===== config.mk =====
export PLATFORM = sky130hd
export DESIGN_NAME = axi4lite_slave_mem
export DESIGN_NICKNAME = d
export VERILOG_FILES = /design/src/rtl/axi4lite_pkg.sv /design/src/rtl/axi4lite_mem_array.sv /design/src/rtl/axi4lite_slave_mem.sv
export SDC_FILE = /design/constraint.sdc
export NUM_CORES = 1
export LEC_CHECK = 0
export CAP_MARGIN = 5
export CORE_ASPECT_RATIO = 1.1
export CORE_MARGIN = 1.5
export CORE_UTILIZATION = 35
export DETAILED_ROUTE_END_ITERATION = 12
export PLACE_DENSITY = 0.51
export REMOVE_ABC_BUFFERS = 1
export SLEW_MARGIN = 15
export SYNTH_ARGS = -nofsm -noshare
export SYNTH_HDL_FRONTEND = slang
export SYNTH_SLANG_ARGS = --single-unit

===== constraint.sdc =====
create_clock -name ACLK -period 10.75 [get_ports ACLK]
set_input_delay 2.15 -clock ACLK [delete_from_list [all_inputs] [get_ports ACLK]]
set_output_delay 2.15 -clock ACLK [all_outputs]
set_load 0.03 [all_outputs]

===== src/rtl/axi4lite_pkg.sv =====
// ---------------------------------------------------------------------------
// axi4lite_pkg
//
// Shared definitions for the AXI4-Lite blocks: default bus widths, the
// write/read channel state types used by the slave memory, and a small
// helper that converts a data width into the number of byte-offset bits
// that sit below the word index in a byte address.
//
// Contents:
//    ADDRWIDTH         default AXI4-Lite address width
//    DATAWIDTH         default AXI4-Lite data width (multiple of 8)
//    wr_state_t        write channel states (W_IDLE, W_RESP)
//    rd_state_t        read channel states  (R_IDLE, R_DATA)
//    byteOffsetBits()  log2 of the number of bytes in one data word
// ---------------------------------------------------------------------------
package axi4lite_pkg;

   localparam int ADDRWIDTH = 32;
   localparam int DATAWIDTH = 32;

   // Write channel: waiting for address/data, or presenting the B response.
   typedef enum logic {W_IDLE, W_RESP} wr_state_t;

   // Read channel: waiting for an address, or presenting the R data beat.
   typedef enum logic {R_IDLE, R_DATA} rd_state_t;

   // Byte addresses carry this many low bits that select a byte inside a
   // word; the word index starts right above them.
   function automatic int byteOffsetBits(input int dataWidth);
      return $clog2(dataWidth / 8);
   endfunction

endpackage


===== src/rtl/axi4lite_mem_array.sv =====
// ---------------------------------------------------------------------------
// axi4lite_mem_array
//
// DEPTH x DATAWIDTH word storage behind the AXI4-Lite slave. One synchronous
// write port, one registered read port, and a synchronous clear of every
// word (and of the read register) while reset is high.
//
// The read register samples the array contents as they were before the
// clock edge, so a read and a write to the same word on the same edge
// return the old value.
//
// Ports:
//    i_clk        clock, all logic on its rising edge
//    i_reset      synchronous active-high clear
//    i_wrEn       write strobe
//    i_wrIdx      word index to write
//    i_wrData     data to write
//    i_rdEn       load the read register on this edge
//    i_rdInRange  the read address decodes inside the array; if low the
//                 read register loads zero instead of array data
//    i_rdIdx      word index to read
//    o_rdData     registered read data, held until the next i_rdEn
// ---------------------------------------------------------------------------
module axi4lite_mem_array
   import axi4lite_pkg::*;
#(
   parameter int DATAWIDTH = axi4lite_pkg::DATAWIDTH,
   parameter int DEPTH     = 16,
   parameter int IDXW      = $clog2(DEPTH)
) (
   input  logic                 i_clk,
   input  logic                 i_reset,
   input  logic                 i_wrEn,
   input  logic [IDXW-1:0]      i_wrIdx,
   input  logic [DATAWIDTH-1:0] i_wrData,
   input  logic                 i_rdEn,
   input  logic                 i_rdInRange,
   input  logic [IDXW-1:0]      i_rdIdx,
   output logic [DATAWIDTH-1:0] o_rdData
);

   logic [DATAWIDTH-1:0] r_mem [DEPTH];
   logic [DATAWIDTH-1:0] r_rdData;

   // Storage write port. Reset wins over a write on the same edge, so a
   // transaction interrupted by reset never lands in memory.
   always_ff @(posedge i_clk) begin
      if (i_reset) begin
         for (int i = 0; i < DEPTH; i++) begin
            r_mem[i] <= '0;
         end
      end else if (i_wrEn) begin
         r_mem[i_wrIdx] <= i_wrData;
      end
   end

   // Registered read port. The register only changes when a new read is
   // accepted, which keeps the data stable while the response is stalled.
   // Addresses outside the array read back as zero.
   always_ff @(posedge i_clk) begin
      if (i_reset) begin
         r_rdData <= '0;
      end else if (i_rdEn) begin
         r_rdData <= i_rdInRange ? r_mem[i_rdIdx] : '0;
      end
   end

   assign o_rdData = r_rdData;

endmodule


===== src/rtl/axi4lite_slave_mem.sv =====
// ---------------------------------------------------------------------------
// axi4lite_slave_mem
//
// AXI4-Lite responder backed by a small word-addressed memory. The write and
// read channels run as independent state machines, so one write and one read
// can be outstanding at the same time.
//
// Address decode: the word index is taken from the byte address just above
// the byte-offset bits; any set bit above the index marks the access as out
// of range. Out-of-range writes are acknowledged and dropped, out-of-range
// reads return zero.
//
// Ports:
//    ACLK      clock, all logic on its rising edge
//    ARESET    synchronous active-high reset
//    AWADDR    write address          AWVALID / AWREADY  address handshake
//    WDATA     write data             WVALID  / WREADY   data handshake
//    BVALID    write response valid   BREADY             response accept
//    ARADDR    read address           ARVALID / ARREADY  address handshake
//    RDATA     read data              RVALID  / RREADY   data handshake
// ---------------------------------------------------------------------------
module axi4lite_slave_mem #(
   parameter int ADDRWIDTH = axi4lite_pkg::ADDRWIDTH,
   parameter int DATAWIDTH = axi4lite_pkg::DATAWIDTH,
   parameter int DEPTH     = 16
) (
   input  logic                 ACLK,
   input  logic                 ARESET,
   input  logic [ADDRWIDTH-1:0] AWADDR,
   input  logic                 AWVALID,
   output logic                 AWREADY,
   input  logic [DATAWIDTH-1:0] WDATA,
   input  logic                 WVALID,
   output logic                 WREADY,
   output logic                 BVALID,
   input  logic                 BREADY,
   input  logic [ADDRWIDTH-1:0] ARADDR,
   input  logic                 ARVALID,
   output logic                 ARREADY,
   output logic [DATAWIDTH-1:0] RDATA,
   output logic                 RVALID,
   input  logic                 RREADY
);

   import axi4lite_pkg::*;

   localparam int B    = byteOffsetBits(DATAWIDTH);
   localparam int IDXW = $clog2(DEPTH);
   localparam int TOPB = IDXW + B;

   wr_state_t            r_wrState;
   rd_state_t            r_rdState;

   logic                 r_awHeld;
   logic                 r_wHeld;
   logic [ADDRWIDTH-1:0] r_awAddr;
   logic [DATAWIDTH-1:0] r_wData;

   logic                 w_awHs;
   logic                 w_wHs;
   logic                 w_haveAddr;
   logic                 w_haveData;
   logic                 w_commit;
   logic [ADDRWIDTH-1:0] w_wrAddr;
   logic [DATAWIDTH-1:0] w_wrData;
   logic                 w_wrInRange;
   logic                 w_arHs;
   logic                 w_rdInRange;
   logic [IDXW-1:0]      w_wrIdx;
   logic [IDXW-1:0]      w_rdIdx;

   // Channel readies. The write side stops accepting a half once it holds
   // that half, and both sides drop all readies while reset is asserted.
   assign AWREADY = (r_wrState == W_IDLE) && !r_awHeld && !ARESET;
   assign WREADY  = (r_wrState == W_IDLE) && !r_wHeld  && !ARESET;
   assign ARREADY = (r_rdState == R_IDLE) && !ARESET;

   // Response valids are pure state decodes, so they are glitch-free and
   // only fall when the state machine sees the matching ready.
   assign BVALID  = (r_wrState == W_RESP);
   assign RVALID  = (r_rdState == R_DATA);

   assign w_awHs  = AWVALID && AWREADY;
   assign w_wHs   = WVALID  && WREADY;
   assign w_arHs  = ARVALID && ARREADY;

   // A write half is available if it was captured earlier or is being
   // handed over on this very edge; the commit can then use the live bus
   // value instead of waiting a cycle for the holding register.
   assign w_haveAddr = r_awHeld || w_awHs;
   assign w_haveData = r_wHeld  || w_wHs;
   assign w_wrAddr   = r_awHeld ? r_awAddr : AWADDR;
   assign w_wrData   = r_wHeld  ? r_wData  : WDATA;
   assign w_commit   = (r_wrState == W_IDLE) && w_haveAddr && w_haveData;

   // Decode: everything above the index bits must be zero for the access
   // to land inside the array.
   assign w_wrInRange = (w_wrAddr >> TOPB) == '0;
   assign w_rdInRange = (ARADDR   >> TOPB) == '0;
   assign w_wrIdx     = w_wrAddr[TOPB-1:B];
   assign w_rdIdx     = ARADDR[TOPB-1:B];

   // Write channel. In W_IDLE the address and data halves are captured in
   // any order; as soon as both are present the memory write happens and
   // the response is raised on the same edge. The held flags stay set
   // through W_RESP and are cleared together when the response is taken.
   always_ff @(posedge ACLK) begin
      if (ARESET) begin
         r_wrState <= W_IDLE;
         r_awHeld  <= 1'b0;
         r_wHeld   <= 1'b0;
         r_awAddr  <= '0;
         r_wData   <= '0;
      end else begin
         case (r_wrState)
            W_IDLE: begin
               if (w_awHs) begin
                  r_awHeld <= 1'b1;
                  r_awAddr <= AWADDR;
               end
               if (w_wHs) begin
                  r_wHeld <= 1'b1;
                  r_wData <= WDATA;
               end
               if (w_commit) begin
                  r_wrState <= W_RESP;
               end
            end
            W_RESP: begin
               if (BREADY) begin
                  r_wrState <= W_IDLE;
                  r_awHeld  <= 1'b0;
                  r_wHeld   <= 1'b0;
               end
            end
         endcase
      end
   end

   // Read channel. An accepted address loads the read register on the same
   // edge that raises RVALID; the beat is then held until RREADY.
   always_ff @(posedge ACLK) begin
      if (ARESET) begin
         r_rdState <= R_IDLE;
      end else begin
         case (r_rdState)
            R_IDLE: begin
               if (w_arHs) begin
                  r_rdState <= R_DATA;
               end
            end
            R_DATA: begin
               if (RREADY) begin
                  r_rdState <= R_IDLE;
               end
            end
         endcase
      end
   end

   // Storage. The write enable drops out-of-range commits so they are
   // acknowledged without touching memory.
   axi4lite_mem_array #(
      .DATAWIDTH (DATAWIDTH),
      .DEPTH     (DEPTH),
      .IDXW      (IDXW)
   ) u_memArray (
      .i_clk       (ACLK),
      .i_reset     (ARESET),
      .i_wrEn      (w_commit && w_wrInRange),
      .i_wrIdx     (w_wrIdx),
      .i_wrData    (w_wrData),
      .i_rdEn      (w_arHs),
      .i_rdInRange (w_rdInRange),
      .i_rdIdx     (w_rdIdx),
      .o_rdData    (RDATA)
   );

endmodule


==> impl_metrics.env, run 1 <==
export IMPL_status="finished, final reports clean"
export IMPL_gp_congestion=0.7647
export IMPL_crit_path_start="ARESET"
export IMPL_syn_area_um2=28630
export IMPL_synth_fa_ha_area_share_pct=0
export IMPL_critPathCaptureType="output pin"
export IMPL_min_from="r_awAddr[22]"
export IMPL_grt_pass1_vias=19670
export IMPL_synth_area_mux_share_pct=12.55
export IMPL_finalCritPeriodShare_pct=56.40
export IMPL_insertedDiodeCount=0
export IMPL_cts_tree="done"
export IMPL_routed_wl_mm=93.25
export IMPL_hold_path_class="flip-flop to flip-flop"
export IMPL_hold_buffers=0
export IMPL_cts_sinks=610
export IMPL_hold_viol=0
export IMPL_cts_root_buf="clkbuf_16"
export IMPL_syn_inst=2098
export IMPL_dr_first_iter_drc_count=1984
export IMPL_post_cts_setup_buffer_count=0
export IMPL_post_route_cells_drive_above_1_share_pct=19.74
export IMPL_cts_resized=0
export IMPL_routed_via_count=19610
export IMPL_rsz0062_at_grt="false"
export IMPL_reg2reg_from="r_awHeld"
export IMPL_period_needed_ns=6.063
export IMPL_wl_per_cell_um=29.03
export IMPL_max_clock_freq_ghz=0.1649
export IMPL_cts_path_max_buffers=3
export IMPL_arrival_ns=3.91
export IMPL_setup_viol=0
export IMPL_synth_xor_xnor_area_share_pct=0
export IMPL_synth_compound_area_share_pct=4.681
export IMPL_synth_top_family_by_area="simple AND/OR/NAND/NOR gates"
export IMPL_synth_seq_cells=610
export IMPL_clkLatencyLatePin_ns=0.64
export IMPL_max_slew_margin_rel_pct=27.57
export IMPL_numCtsBuffers=67
export IMPL_grt_overflow=0
export IMPL_whs_ns=0.4562
export IMPL_tns_ns=0
export IMPL_synthSimpleGateAreaFrac_pct=16.99
export IMPL_crit_fanout=31
export IMPL_tightest_slew_ns=1.080
export IMPL_synth_seq_area_share_pct=60.55
export IMPL_io_pins=140
export IMPL_ys_async_sr_fraction_pct=0
export IMPL_syn_avg_cell_area_um2=13.65
export IMPL_yosysWarnings=0
export IMPL_final_util_pct=40.75
export IMPL_core_um2=80740
export IMPL_power_density_nw_per_um2=169.2
export IMPL_hpwl_mm=48.14
export IMPL_slew_violations=0
export IMPL_ys_flop_type="edfxtp_1"
export IMPL_vias_per_cell=6.105
export IMPL_die_h_um=303.0
export IMPL_area_growth_pct=14.90
export IMPL_power_mw=5.567
export IMPL_grt_max_degree=213
export IMPL_dr_pass1_iters=5
export IMPL_die_width_um=275.7
export IMPL_ant_nets=0
export IMPL_crit_type="primary input to output pin"
export IMPL_grt_usage_pct=22.39
export IMPL_rows=109
export IMPL_dieArea_um2=83530
export IMPL_ys_types=42
export IMPL_synth_edff_count=512
export IMPL_vdd_drop_max_mv=0.1081
export IMPL_cts_max_level=3
export IMPL_start_kind="primary input"
export IMPL_nNetsFinal=2208
export IMPL_grt_pass1_wl_mm=134.5
export IMPL_antenna_found_initial=0
export IMPL_initial_core_util_pct=35.46
export IMPL_p_leak_nw=10.02
export IMPL_cap_violations=0
export IMPL_clk_pin_slew_worst_paths_ns=0.06
export IMPL_clock_skew_ns=0.02457
export IMPL_io_buffers=135
export IMPL_route_detailed_drc=0
export IMPL_cp_required_ns=8.60
-- kinds of logic (layout without fill, tap and decap cells) --
group / count (synthesis) / count (layout)
AND/OR/NAND/NOR: 831 / 831
flip-flops: 610 / 610
buffers and inverters: 272 / 332
multiplexers: 195 / 195
AO/OA/AOI/OAI: 190 / 190
-- through the flow --
| step | cells | cell area [um2] | setup WS [ns] |
|---|---|---|---|
| 3_3_place_gp | 3090 | 30700 | 4.481 |
| 5_1_grt | 3212 | 32900 | 4.588 |
| 2_1_floorplan | 1835 | 27170 | -9.861 |
| 6_report | 3212 | 32900 | 4.687 |
| 3_5_place_dp | 3090 | 30700 | 4.466 |
| 4_1_cts | 3212 | 32900 | 4.653 |
-- registers in the layout, indices dropped and copies added (netlist names) --
name,count
BVALID,1
r_awHeld,1
r_wData,32
RVALID,1
r_awAddr,30
u_memArray.o_rdData,32
u_memArray.r_mem,512
r_wHeld,1
-- worst max-delay path, cell delays in order --
cell             delay [ns]
buf_4                  0.46
buf_4                  0.49
nor2_1                 0.15
clkdlybuf4s50_1        0.63
-- synth_stat cells, drive strengths merged (9+ instances only) --
cell    number  area (um2)
edfxtp     512       15370
a22oi       63       473.0
mux2        32       360.4
a22o        34       297.8
mux2i       35       350.3
nor4       524        3622
nand2      256       960.9
a21oi       67       335.3
dfxtp       98        1962
mux4       128        2883
nor2        13       48.80
nor3         9       45.04
o41ai       10       102.6
buf        105       869.6
clkbuf     158       593.1
-- final timing paths --
kind | slack, ns | end | cells after the start
worst max-delay path | 4.69 | ARREADY | 4
worst min register to register | 0.46 | r_awAddr[22] | 2
worst max register to register | 6.01 | u_memArray.r_mem[4][19] | 6
worst min-delay path | 0.46 | r_awAddr[22] | 2
-- power breakdown --
group	internal, mW	switching [mW]
combinational	0.173	0.405
clock	1.33	0.995
sequential	2.63	0.0330
total	4.13	1.43
-- layout make-up --
cell class                      count  area, um2
Clock buffer                       91       1869
Clock inverter                     31      324.1
Fill cell                        7520      47840
Inverter                            9      33.78
Multi-Input combinational cell   1216      10120
Sequential cell                   610      17340
Tap cell                         1054       1319
Timing Repair Buffer              201       1887
-- placed cells by master (no fill, tap or decap), types with 4 or more instances in the layout --
| cell type | n |
|---|---|
| buf_4 | 64 |
| clkbuf_1 | 14 |
| mux4_2 | 128 |
| clkdlybuf4s50_1 | 132 |
| o41ai_2 | 8 |
| nand2_1 | 256 |
| a21oi_1 | 65 |
| mux2i_1 | 35 |
| inv_1 | 6 |
| dfxtp_1 | 97 |
| clkinv_1 | 11 |
| edfxtp_1 | 512 |
| nor4_1 | 469 |
| nand4_1 | 4 |
| a22o_1 | 33 |
| bufinv_16 | 4 |
| clkbuf_8 | 9 |
| clkbuf_16 | 68 |
| nor3_1 | 9 |
| o31ai_4 | 6 |
| or2_2 | 6 |
| nor2_1 | 11 |
| nor4_2 | 55 |
| mux2_2 | 32 |
| clkinv_2 | 10 |
| a22oi_1 | 62 |
-- routing by layer --
metal | global-route usage (%) | wire, um | vias to the layer above
li1 | - | - | 8594
met1 | 29.31 | 37930 | 10010
met2 | 37.69 | 45850 | 875
met3 | 4.163 | 7193 | 134
met4 | 6.806 | 2273 | 0
met5 | 0 | 0 | -
Note: power is estimated with default switching activity, not from simulation.
==> run 2: changes to the inputs <==
==> constraint.sdc (replaced) <==
create_clock -name ACLK -period 5.88 [get_ports ACLK]
set_input_delay 1.176 -clock ACLK [delete_from_list [all_inputs] [get_ports ACLK]]
set_output_delay 1.176 -clock ACLK [all_outputs]
set_load 0.03 [all_outputs]
==> impl_metrics.env, run 2 (same netlist as run 1, synthesis figures left out) <==
export IMPL_status="finished, final reports clean"
export IMPL_crit_top_cell="buf_4"
export IMPL_hold_buffers=0
export IMPL_hpwl_mm=51.07
export IMPL_p_leak_nw=10.08
export IMPL_clk_pin_slew_worst_paths_ns=0.06
export IMPL_hold_depth=2
export IMPL_multi_input_area_um2=10120
export IMPL_cts_root_buf="clkbuf_16"
export IMPL_cpPeakStageDelay_ns=0.66
export IMPL_max_clock_freq_ghz=0.2440
export IMPL_tns_ns=0
export IMPL_vias_per_cell=6.099
export IMPL_mostFrequentLayoutCells="edfxtp_1 (512), nor4_1 (469), nand2_1 (256)"
export IMPL_clkLatencyLatePin_ns=0.62
export IMPL_area_growth_pct=15.24
export IMPL_min_from="r_awAddr[16]"
export IMPL_crit_type="primary input to output pin"
export IMPL_regToRegSetupSlack_ns=2.00
export IMPL_cts_max_level=3
export IMPL_cts_tree="done"
export IMPL_rows=109
export IMPL_post_route_cells_drive_above_1_share_pct=19.93
export IMPL_post_cts_setup_buffer_count=0
export IMPL_r2r_cells=6
export IMPL_final_common_cell="edfxtp_1"
export IMPL_numCtsBuffers=69
export IMPL_regMostFlops="u_memArray.r_mem"
export IMPL_hold_path_class="flip-flop to flip-flop"
export IMPL_routed_via_count=19650
export IMPL_reg2reg_from="r_awHeld"
export IMPL_io_buffers=135
export IMPL_dieArea_um2=83530
export IMPL_largest_reg_flops=512
export IMPL_crit_path_top_delay_cell="clkdlybuf4s50_1"
export IMPL_fillCellCount=7458
export IMPL_final_util_pct=40.86
export IMPL_setup_viol=0
export IMPL_period_needed_ns=4.099
export IMPL_power_density_nw_per_um2=306.1
export IMPL_arrival_ns=2.92
export IMPL_antenna_found_initial=3
export IMPL_crit_fanout=31
export IMPL_start_kind="primary input"
export IMPL_grt_usage_pct=22.09
export IMPL_rr_endpoint="u_memArray.r_mem[6][25]"
export IMPL_io_pins=140
export IMPL_vdd_drop_max_mv=0.1669
export IMPL_grt_pass1_wl_mm=133.8
export IMPL_nNetsFinal=2218
export IMPL_rsz0062_at_grt="false"
export IMPL_die_h_um=303.0
export IMPL_cts_sinks=610
export IMPL_ant_nets=0
export IMPL_dr_first_iter_drc_count=2071
export IMPL_critPathCaptureType="output pin"
export IMPL_register_area_um2=17340
export IMPL_grt_max_degree=177
export IMPL_cts_resized=0
export IMPL_grt_pass1_vias=19800
export IMPL_hold_viol=0
export IMPL_initial_core_util_pct=35.46
export IMPL_max_slew_margin_rel_pct=25.48
export IMPL_cts_path_max_buffers=3
export IMPL_slew_violations=0
export IMPL_route_detailed_drc=0
export IMPL_grt_overflow=0
export IMPL_insertedDiodeCount=0
export IMPL_wl_per_cell_um=28.51
export IMPL_whs_ns=0.4533
export IMPL_core_um2=80740
export IMPL_cap_violations=0
export IMPL_dr_pass1_iters=5
export IMPL_routed_wl_mm=91.85
export IMPL_cp_required_ns=4.70
export IMPL_die_width_um=275.7
export IMPL_tightest_slew_ns=1.118
export IMPL_min_to="r_awAddr[16]"
export IMPL_finalCritPeriodShare_pct=69.71
export IMPL_crit_chain="buf_4 -> buf_4 -> nor3_1 -> clkdlybuf4s50_1"
export IMPL_gp_congestion=0.7659
export IMPL_clock_skew_ns=0.02901
run 2: critical path: cells and delay by family:
family / cells / cell delay [ns]
simple gates: 1 / 0.13
buf+inv: 3 / 1.60
run 2: power breakdown:
part	internal (mW)	leakage (nW)	switching (mW)
logic	0.324	2.94	0.738
registers	4.81	6.08	0.0606
clock network	2.40	1.06	1.77
run 2: stage by stage:
| stage | total power [mW] | worst slack [ns] | cell area, um2 | std cells |
|---|---|---|---|---|
| detailed placement | 6.023 | 1.375 | 30840 | 3098 |
| global route | 10.42 | 1.712 | 32990 | 3222 |
| global placement | 6.001 | 1.447 | 30840 | 3098 |
| CTS | 10.18 | 1.764 | 32990 | 3222 |
| finish | 10.10 | 1.781 | 32990 | 3222 |
| floorplan | 5.459 | -13.89 | 27170 | 1835 |
run 2: layer usage:
| metal | vias up | global-route usage, % | part of all wire, % |
|---|---|---|---|
| met2 | 849 | 35.83 | 48 |
| met5 | - | 0 | 0.014 |
| li1 | 8616 | - | - |
| met4 | 2 | 7.117 | 2.9 |
| met3 | 152 | 4.369 | 7.8 |
| met1 | 10030 | 29.76 | 42 |
run 2: layout make-up:
type	count	share of cell area [%]
Sequential cell	610	52.56
Multi-Input combinational cell	1216	30.68
Timing Repair Buffer	209	6.128
Clock buffer	93	5.852
Tap cell	1054	3.997
Clock inverter	31	0.6788
Inverter	9	0.1024
run 2: worst max-delay path by stage:
stage                  from                       to
floorplan           r_wHeld   u_memArray.r_mem[4][0]
global placement     WVALID  u_memArray.r_mem[4][23]
detailed placement   WVALID  u_memArray.r_mem[4][25]
CTS                  ARESET                  AWREADY
global route         ARESET                  AWREADY
finish               ARESET                  AWREADY
==> RTL edit: new RTL, config.mk and constraints of run 2 <==
Change the package constant `ADDRWIDTH` from 32 to 64.
--- a/src/rtl/axi4lite_pkg.sv
+++ b/src/rtl/axi4lite_pkg.sv
@@ -16,5 +16,5 @@
 package axi4lite_pkg;
 
-   localparam int ADDRWIDTH = 32;
+   localparam int ADDRWIDTH = 64;
    localparam int DATAWIDTH = 32;
 
Ports: changed (resized ARADDR and AWADDR); port bits go from 140 to 204. The function was not compared with the original's and may differ.
==> RTL edit against run 2 <==
Area after synthesis decreased by 4.0%. Final area about the same. Sequential power increased by 4.7%. Via count decreased by 7.0%. Setup slack got worse by 0.093 ns. Sequential cell count increased by 32. Core utilization increased by 1.6 points. Routed wire length decreased by 14%. Power increased by 1.1%. Critical endpoint is now u_memArray.r_mem[2][14]$_SDFFCE_PN0P_. Largest power group unchanged.
==> RTL edit: results (changes against run 2) <==
htree depth -> 3 (unchanged)
clock skew -> 0.0175 ns (was 0.0290 ns)
largest net degree at the start of global routing -> 129 (was 177)
synth top area cells -> edfxtp_1 (56%), mux4_2 (10%), dfxtp_1 (9.5%), nor3_1 (7.2%), nand2_1 (3.0%) (was edfxtp_1 (54%), nor4_1 (10%), mux4_2 (10%), dfxtp_1 (6.9%), nand2_1 (3.4%))
first-pass GRT wire length -> 118,000 µm (was 134,000 µm)
Filler cells -> 7,168 (was 7,458)
CTS-repair resized insts -> 0 (unchanged)
CP peak stage delay -> 1.05 ns (was 0.66 ns)
crit path from -> AWADDR[38] (was ARESET)
start of the worst register-to-register path -> r_awHeld$_SDFFE_PP0P_ (unchanged)
post-synth cell types -> 38 (was 42)
Hold Crit Start -> r_wData[23]$_SDFFE_PP0P_ (was r_awAddr[16]$_SDFFE_PP0P_)
port bufs -> 199 (was 135)
net switching fraction of the power -> 0.236 (was 0.254)
Clock transition at path regs -> 0.06 ns (about the same)
cell with the largest stage delay on the worst path -> a41o_2 (was clkdlybuf4s50_1)
vias post-DR -> 18,300 (was 19,700)
sequential area share after synthesis -> 0.654 (was 0.606)
crit path DAT -> 4.41 ns (was 2.92 ns)
nets@finish -> 2,384 (was 2,218)
Final HPWL DP -> 44,000 µm (was 51,100 µm)
final cell count without fillers -> 3,307 (was 3,222)
postcts setup bufs -> 0 (unchanged)
status -> completed (unchanged)
Cells after Synth -> 2,090 (was 2,098)
area grow syn2layout -> 20.1% (was 15.2%)
n_diodes -> 0 (unchanged)
vias in the first global route -> 19,000 (was 19,800)
DRT Wirelength -> 78,600 µm (was 91,900 µm)
most instantiated cells after synthesis -> edfxtp_1 (512), nor3_1 (394), nand2_1 (223) (was edfxtp_1 (512), nor4_1 (469), nand2_1 (256))
TritonRoute pass-1 iters -> 7 (was 5)
critical path peak fanout -> 32 (was 31)
GPL Wtd Cong -> 0.772 (was 0.766)
Lkg Pwr -> 10.7 nW (was 10.1 nW)
Ys Warns -> 0 (unchanged)
DR iter-0 viols -> 1,376 (was 2,071)
Placed Cells -> 3,181 (was 3,098)
Worst-Margin Slew -> 1.21 ns (was 1.12 ns)
Max Cap Viol -> 0 (unchanged)
share of post-route cells with drive strength above 1 -> 0.158 (was 0.199)
Peak VDD IR -> 0.152 mV (was 0.167 mV)
Tot GR Track Use -> 0.195 (was 0.221)
[RTL edit: cell types whose count changed after synthesis, moves of 7 or more]
| cell | change |
|---|---|
| a21oi_1 | +31 |
| a41o_1 | +12 |
| buf_2 | -14 |
| buf_6 | -58 |
| clkbuf_1 | +28 |
| dfxtp_1 | +32 |
| mux2_2 | -32 |
| nand2_1 | -33 |
| nor2_1 | +130 |
| nor3_1 | +385 |
| nor4_1 | -434 |
| nor4_2 | -54 |
| o2111ai_1 | +7 |
| o41ai_1 | -8 |
[RTL edit: through the flow]
step | area, µm² | utilization | total power [W] | setup slack, ns | hold WS, ns
after detailed placement | 30800 | 0.397 | 0.00610 | 1.06 | 0.447
after global placement | 30800 | 0.397 | 0.00608 | 1.10 | 0.441
after global routing | 33000 | 0.425 | 0.0106 | 1.58 | 0.468
after floorplan | 26600 | - | 0.00560 | 0.482 | 0.425
final | 33000 | 0.425 | 0.0102 | 1.69 | 0.451
after CTS | 33000 | 0.425 | 0.0103 | 1.69 | 0.455
[RTL edit: kinds of logic after synthesis]
family | synth area share
and+or+nand+nor | 0.141
DFF | 0.654
AOI/OAI and AO/OA | 0.0566
buffers and inverters | 0.0310
muxes | 0.117
[RTL edit: final cells by class]
| type | instances | share of cell area |
|---|---|---|
| Clock buffer | 91 | 0.0578 |
| Clock inverter | 35 | 0.00834 |
| Inverter | 6 | 0.000682 |
| Multi-Input combinational cell | 1226 | 0.270 |
| Sequential cell | 642 | 0.545 |
| Tap cell | 1035 | 0.0392 |
| Timing Repair Buffer | 272 | 0.0796 |
[RTL edit: worst max-delay path: cells and delay by family]
family                 cells  cell delay (ns)
AO/OA/AOI/OAI              1             1.05
buffers and inverters      1             0.43
AND/OR/NAND/NOR            4             1.72
[RTL edit: per-layer routing]
metal	vias to the layer above	GRT usage	wire, µm
li1	8276	-	-
met5	-	0	39
met2	596	0.332	38900
met3	86	0.0422	5600
met1	9317	0.253	32800
met4	6	0.0474	1210
[RTL edit: power by group through the flow]
stage / clock (W) / combinational, W / sequential [W]
after floorplan: 0 / 0.000424 / 0.00518
after global placement: 0 / 0.000894 / 0.00518
after CTS: 0.00433 / 0.000908 / 0.00510
after detailed placement: 0 / 0.000906 / 0.00519
final: 0.00422 / 0.000895 / 0.00510
after global routing: 0.00450 / 0.000964 / 0.00511
[RTL edit: final timing paths]
check / endpoint / slack, ns / cells past startpoint
hold / removal: r_wData[23]$_SDFFE_PP0P_ / 0.45 / 2
setup / recovery: u_memArray.r_mem[2][14]$_SDFFCE_PN0P_ / 1.69 / 6
hold reg to reg: r_wData[23]$_SDFFE_PP0P_ / 0.45 / 2
setup reg to reg: u_memArray.r_mem[2][14]$_SDFFCE_PN0P_ / 2.04 / 5
